==> config.mk <==
export PLATFORM = sky130hd
export DESIGN_NAME = return_addr_stack
export DESIGN_NICKNAME = d
export VERILOG_FILES = /design/src/rtl/return_addr_stack_pkg.sv /design/src/rtl/return_addr_stack_pc_inc.sv /design/src/rtl/return_addr_stack.sv
export SDC_FILE = /design/constraint.sdc
export NUM_CORES = 1
export LEC_CHECK = 0
export ABC_AREA = 1
export CAP_MARGIN = 40
export CORE_UTILIZATION = 50
export CTS_CLUSTER_DIAMETER = 120
export DETAILED_ROUTE_END_ITERATION = 7
export PLACE_DENSITY = 0.77
export RECOVER_POWER = 50
export SETUP_SLACK_MARGIN = 0.1
export SLEW_MARGIN = 20
export SYNTH_ARGS = -nofsm -noshare
export SYNTH_HDL_FRONTEND = slang
export SYNTH_SLANG_ARGS = --single-unit
==> constraint.sdc <==
create_clock -name clk -period 4.1 [get_ports clk]
set_input_delay 1.025 -clock clk [delete_from_list [all_inputs] [get_ports clk]]
set_output_delay 1.025 -clock clk [all_outputs]
set_load 0.02 [all_outputs]
==> src/rtl/return_addr_stack_pkg.sv <==
// Shared processor definitions used by the fetch stage.
//   AW            : ISA word address width
//   LINK_OFS      : distance from a call PC to its link (return) address
//   OP_JAL/JALR/JR: opcodes the fetch decoder matches to drive push/pop
//   ras_link()    : helper giving the link address for a call PC
package return_addr_stack_pkg;

   localparam int AW = 16;
   localparam logic [AW-1:0] LINK_OFS = 16'd2;

   typedef enum logic [3:0] {
      OP_JAL  = 4'h8,
      OP_JALR = 4'h9,
      OP_JR   = 4'hC
   } ras_op_e;

   // JR through R7 is the return idiom that pops the stack.
   localparam logic [2:0] RET_REG = 3'd7;

   function automatic logic [AW-1:0] ras_link(input logic [AW-1:0] pc);
      return pc + LINK_OFS;
   endfunction

endpackage

==> src/rtl/return_addr_stack_pc_inc.sv <==
// PC+2 incrementer shared with the fetch stage.
//   i_pc       : current PC
//   o_pc_plus2 : i_pc + 2, truncated to AW bits (0xFFFE -> 0x0000)
module return_addr_stack_pc_inc
   import return_addr_stack_pkg::*;
(
   input  logic [AW-1:0] i_pc,
   output logic [AW-1:0] o_pc_plus2
);

   assign o_pc_plus2 = ras_link(i_pc);

endmodule

==> src/rtl/return_addr_stack.sv <==
// Return-address stack for the fetch stage. Calls push their link address
// (call PC + 2); returns read the top entry as the predicted target.
// Storage is circular: pushing while full overwrites the oldest entry.
//   clk, rst_n  : clock, async active-low reset
//   push        : store link address of call_pc
//   call_pc     : PC of the call instruction
//   pop         : consume the top entry
//   flush       : discard all entries (wins over push/pop)
//   top_addr    : top entry, 0 while empty
//   top_valid   : stack non-empty
//   full        : count == DEPTH
//   underflow   : 1-cycle pulse, pop while empty
//   overflow    : 1-cycle pulse, push while full
module return_addr_stack
   import return_addr_stack_pkg::*;
#(
   parameter int DEPTH = 8
)(
   input  logic          clk,
   input  logic          rst_n,
   input  logic          push,
   input  logic [AW-1:0] call_pc,
   input  logic          pop,
   input  logic          flush,
   output logic [AW-1:0] top_addr,
   output logic          top_valid,
   output logic          full,
   output logic          underflow,
   output logic          overflow
);

   localparam int PW = $clog2(DEPTH);
   localparam int CW = $clog2(DEPTH + 1);
   localparam logic [CW-1:0] FULL_CNT = CW'(DEPTH);

   logic [AW-1:0] r_mem [DEPTH];
   logic [PW-1:0] r_wp;
   logic [CW-1:0] r_count;
   logic          r_underflow;
   logic          r_overflow;

   logic [AW-1:0] w_link;
   logic [PW-1:0] w_top_idx;
   logic          w_empty;
   logic          w_replace;
   logic          w_mem_we;
   logic [PW-1:0] w_mem_idx;

   return_addr_stack_pc_inc u_pc_inc (
      .i_pc       (call_pc),
      .o_pc_plus2 (w_link)
   );

   // Pointer arithmetic wraps naturally because DEPTH is a power of two.
   assign w_top_idx = r_wp - 1'b1;
   assign w_empty   = (r_count == '0);

   // Push+pop on a non-empty stack replaces the top in place; on an empty
   // stack it degenerates to a plain push.
   assign w_replace = push && pop && !w_empty;
   assign w_mem_we  = push && !flush;
   assign w_mem_idx = w_replace ? w_top_idx : r_wp;

   assign top_addr  = w_empty ? '0 : r_mem[w_top_idx];
   assign top_valid = !w_empty;
   assign full      = (r_count == FULL_CNT);
   assign underflow = r_underflow;
   assign overflow  = r_overflow;

   // Storage carries no reset; empty entries are masked by count.
   always_ff @(posedge clk) begin
      if (w_mem_we) r_mem[w_mem_idx] <= w_link;
   end

   always_ff @(posedge clk or negedge rst_n) begin
      if (!rst_n) begin
         r_wp        <= '0;
         r_count     <= '0;
         r_underflow <= 1'b0;
         r_overflow  <= 1'b0;
      end else begin
         r_underflow <= 1'b0;
         r_overflow  <= 1'b0;
         if (flush) begin
            r_wp    <= '0;
            r_count <= '0;
         end else if (w_replace) begin
            // top overwritten by the storage block; pointers unchanged
         end else if (push) begin
            r_wp <= r_wp + 1'b1;
            if (full) r_overflow <= 1'b1;
            else      r_count    <= r_count + 1'b1;
         end else if (pop) begin
            if (w_empty) begin
               r_underflow <= 1'b1;
            end else begin
               r_wp    <= r_wp - 1'b1;
               r_count <= r_count - 1'b1;
            end
         end
      end
   end

endmodule
==> flow_summary.ini <==
[logic_synthesis]
ys_seq_elements = 137
syn_inst = 576
avgSynthCellArea_um2 = 10.7
synth_cell_types = 29
yosysSeqAreaShare_pct = 66.0
yosys_warnings = 0
syn_area_um2 = 6170
synth.net_count = 603

[min_path]
worstHoldPathType = reg2reg

[finish]
fin_nets = 655
final_cells = 787
layout_commonest_cell = nor2_1
fillers = 967
most-common-layout-cells = nor2_1 (168), edfxtp_1 (128), nand2_1 (69), o21ai_1 (50), o21ai_0 (39)
n_antenna_cell = 0
drive_gt1_share_pct = 8.13
syn2layout_area_growth_pct = 18.1
fin_util_pct = 60.6

[pwr]
switchingPower_uw = 2190
p_seq_share_pct = 30.0
pwr-share-comb_pct = 42.9
pwr_density_cell_nw_per_um2 = 792
p_leak_uw = 0.00270
pwr-share-clk_pct = 27.1
internal_power_uw = 3580
p_sw_share_pct = 38.0
peakVddDrop_v = 0.000384

[sta]
period_share_pct = 92.4
fmax_ghz = 0.264
setup_viol = 0
maxSlewViolCount = 0
rsz0062_at_grt = false
finClkSkew_ns = 0.00575
totalNegativeSetupSlack_ns = 0
tightest_slew_ns = 0.749
period_needed_ns = 3.79
hold_viol = 0
maxSlewHeadroom_pct = 50.0

[detailed_routing]
antenna_left = 0
drt-vias-per-instance = 5.58
drc = 0
vias = 4393
routed_wl_mm = 13.7
wire_per_inst_um = 17.4
dr.pass1.iters = 5
first_iter_violations = 429

[global_routing]
grt_pass1_vias = 4439
grt_max_degree = 68
grt_overflow_total = 0
grt_pass1_wl_mm = 22.1
antenna_found_initial = 0
grt_usage_pct = 23.1

[critical_path]
cp-end-kind = primary output
worst_setup_path_start_kind = register
crit_buf_inv = 3
crit_path_top_delay_cell = clkdlybuf4s50_1
crit_top_cell = nor2_1
crit_arrival_ns = 2.77
crit_required_ns = 3.07
cp_max_fo = 30
critPathMaxStageDelay_ns = 0.63
path_cells = inv_1, ha_1, buf_4, o21ai_0, o21ai_1, nor2_1, nor2_1, clkdlybuf4s50_1
path_class = reg2out
critPathTopFamily = buffers and inverters

[clock_tree]
clk_latency_ns = 0.41
root_buffer = clkbuf_16
clk_pin_slew_ns = 0.06
post_cts_buffers = 0
cts_tree = built
htree_num_levels = 4
numCtsBuffers = 17
cts_resized = 0
clock-sinks = 137
ctsHoldBuffers = 0
cts_buffer_depth = 2

[run]
maxCapViolCount = 0

[placed_design]
place_inst = 756
io_buffers = 40
place.gp.congestion = 0.814
dpl.hpwl_mm = 8.22

[floorplanning]
io_pins = 41
start_util_pct = 51.3
die-area_um2 = 12800
core_area_um2 = 12000
die_x_um = 113
row_count = 40
die_height_um = 113

[outcome]
status = completed
[metrics by stage]
stage	power, uW	setup WS (ns)	hold WS [ns]	cell area, um2
floorplan	3400	1.10	0.505	6170
detailed placement	4230	0.781	0.547	6740
global placement	4170	0.854	0.542	6740
global route	6090	0.179	0.610	7280
finish	5770	0.310	0.577	7280
CTS	5820	0.316	0.580	7350
[registers in the layout, indices dropped and copies added, names as in the netlist]
register	flops
overflow	1
r_count	4
r_mem	128
r_wp	3
underflow	1
[tightest hold or removal path, cell delays in order, from the launching register on]
cell,delay (ns)
dfrtp_1,0.38
nand2_1,0.07
o21ai_1,0.08
[power by group through the flow]
stage               Sequential, uW  Combinational [uW]  Clock (uW)
detailed placement            1760                2480           0
finish                        1730                2470        1560
global route                  1740                2700        1640
CTS                           1730                2500        1580
global placement              1750                2420           0
floorplan                     1750                1660           0
[path summary, 6_finish.rpt]
check / startpoint / to / slack (ns) / cells after the start
worst max-delay path: r_wp[1] / top_addr[7] / 0.31 / 8
worst min-delay path: r_wp[1] / r_wp[1] / 0.58 / 2
worst max register to register: r_wp[1] / r_mem[2][8] / 1.45 / 11
worst min register to register: r_wp[1] / r_wp[1] / 0.58 / 2
max in group asynchronous: rst_n / r_wp[0] / 2.78 / 1
min in group asynchronous: rst_n / overflow / 0.99 / 1
[cell usage after synthesis (all sizes together)]
cell	number	share of area (%)
a21oi	1	0.081
nand3	28	2.5
xnor2	5	0.71
xor2	9	1.3
dfrtp	9	3.7
ha	5	1.0
inv	25	1.6
nor4	1	0.10
o21ai	89	7.2
clkbuf	6	0.39
nand4	2	0.20
nor2	171	11
edfxtp	128	62
fa	1	0.32
nand2	72	5.0
buf	19	2.2
nor3	5	0.59
[area by class of cell]
cell class	count	area (um2)	area share, %
Clock buffer	18	429	5.90
Inverter	25	96.3	1.32
Tap cell	147	184	2.53
Sequential cell	137	4070	55.9
Timing Repair Buffer	58	526	7.22
Multi-Input combinational cell	389	1800	24.7
Clock inverter	13	179	2.46
[metal layers]
layer	share of wire [%]	track usage, %	wire length, um
met5	0	0	0
met4	1.9	8.68	260
met3	6.5	6.64	886
met2	51	38.0	6960
met1	41	29.3	5560
[cells by family after synthesis]
family	Yosys count	share of synthesized area, %
buf+inv	50	4.12
xor+xnor	14	1.99
compound gates	90	7.31
simple gates	279	19.3
flops	137	66.0
fa+ha+maj	6	1.34
(Power assumes the default switching activity.)
==> RTL change: new RTL, same settings <==
The parameter `DEPTH` goes from 8 to 16.
--- a/src/rtl/return_addr_stack.sv
+++ b/src/rtl/return_addr_stack.sv
@@ -16,3 +16,3 @@
 #(
-   parameter int DEPTH = 8
+   parameter int DEPTH = 16
 )(
Function: changed (a bounded check fails within 10 cycles, from zero or initial values and one cycle with rst_n low).
==> RTL change against the unedited design <==
Critical path type unchanged; fmax down 3.6%; design area up 81%; critical endpoint is now top_addr[10]; combinational power up 62%; global-route usage up 0.78 points; synthesized cell count up 78%; sequential cell count up 130; routed wire length up 100%; non-clock buffer count up 40; sequential share of layout area up 4.6 points; worst setup slack worse by 0.14 ns; power up 64%; synthesized area up 86%.
==> RTL change: results (changes against the unedited design) <==
[status] outcome completed [unchanged]
[sta] clock tree skew after final layout 0.0181 ns [was 0.00575 ns]
[synth] xor-xnor portion of the synthesized cell area 1.59% [was 1.99%]
[worst_setup_path] Register-to-Register Path Depth 8 [was 11]
[sta] highest clock frequency the design can meet 0.254 GHz [was 0.264 GHz]
[worst_setup_path] R2R Path End r_mem[4][8] [was r_mem[2][8]]
[synth] share of the synthesized area in the top cell type 67.0% [was 62.3%]
[global_routing] pin count of the biggest net entering global routing 134 [was 68]
[drt] number of iterations in the first detailed-routing pass 6 [was 5]
[global_routing] via count of the first global-routing pass 7715 [was 4439]
[synth] Adder-Cell Fraction of Synth Area 0.828% [was 1.34%]
[synth] dominant cells by area after synthesis sky130_fd_sc_hd__edfxtp_1 (67%), sky130_fd_sc_hd__nand2_1 (11%), sky130_fd_sc_hd__nand3_1 (8.5%) [was sky130_fd_sc_hd__edfxtp_1 (62%), sky130_fd_sc_hd__nor2_1 (10%), sky130_fd_sc_hd__o21ai_1 (4.3%)]
[place] dpl hpwl 16.5 mm [was 8.22 mm]
[worst_setup_path] data arrival time at the worst-slack endpoint 2.91 ns [was 2.77 ns]
[place] last weighted congestion value of the routability-driven placer 0.844 [was 0.814]
[drt] via density per instance 5.81 [was 5.58]
[synth] nets in the synthesized netlist 1055 [was 603]
[drt] Total Routed Length 27.9 mm [was 13.7 mm]
[worst_setup_path] setup slack, reg-to-reg 0.59 ns [was 1.45 ns]
[place] number of placed instances with taps included 1354 [was 756]
[finish] largest registers r_mem (256), r_count (5), r_wp (4) [was r_mem (128), r_count (4), r_wp (3)]
[power_and_ir_drop] Max VDD drop 0.518 mV [was 0.384 mV]
[worst_setup_path] startpoint of the worst register-to-register path r_count[0] [was r_wp[1]]
[sta] worst max-slew margin expressed relative to the limit 16.8% [was 50.0%]
[place] post-placement setup slack 0.420 ns [was 0.781 ns]
[clock_tree] Max Root-Sink Buffers 3 [was 2]
[clock_tree] number of buffers added by the clock tree synthesis step 27 [was 17]
[synth] number of flops mapped to enable cells by yosys 256 [was 128]
[worst_setup_path] cell with the largest stage delay on the worst path sky130_fd_sc_hd__dfrtp_1 [was sky130_fd_sc_hd__clkdlybuf4s50_1]
[sta] WHS 0.529 ns [was 0.577 ns]
[power_and_ir_drop] leakage power 4.93 nW [was 2.70 nW]
[synth] number of standard cells after synthesis 1027 [was 576]
[finish] fraction of layout cells with a size suffix above 1 8.43% [was 8.13%]
[synth] Post-synth ARST share 4.12% [was 6.57%]
[worst_setup_path] maximum net fanout on the critical path 41 [was 30]
[clock_tree] clock latency of the later-clocked register in the worst-skew pair 0.54 ns [was 0.41 ns]
## RTL change: final cells by class
| type | instances | area [um2] | share of cell area (%) |
|---|---|---|---|
| Clock buffer | 34 | 702 | 5.33 |
| Tap cell | 285 | 357 | 2.71 |
| Inverter | 18 | 75.1 | 0.570 |
| Multi-Input combinational cell | 687 | 3130 | 23.7 |
| Sequential cell | 267 | 7970 | 60.5 |
| Timing Repair Buffer | 98 | 865 | 6.56 |
| Clock inverter | 11 | 78.8 | 0.599 |
## RTL change: layer usage
layer	wire length, um	vias up	track usage, %	share of wire, %
li1	-	3718	-	-
met4	627	0	7.62	2.2
met2	13500	487	39.4	48
met1	11000	3878	32.5	39
met5	0	-	0	0
met3	2870	56	4.20	10
## RTL change: repair_timing
action	4_1_cts	5_1_grt
pin swaps	0	0
cloned	1	0
endpoints found under the setup margin	16	5
resized for setup	20	7
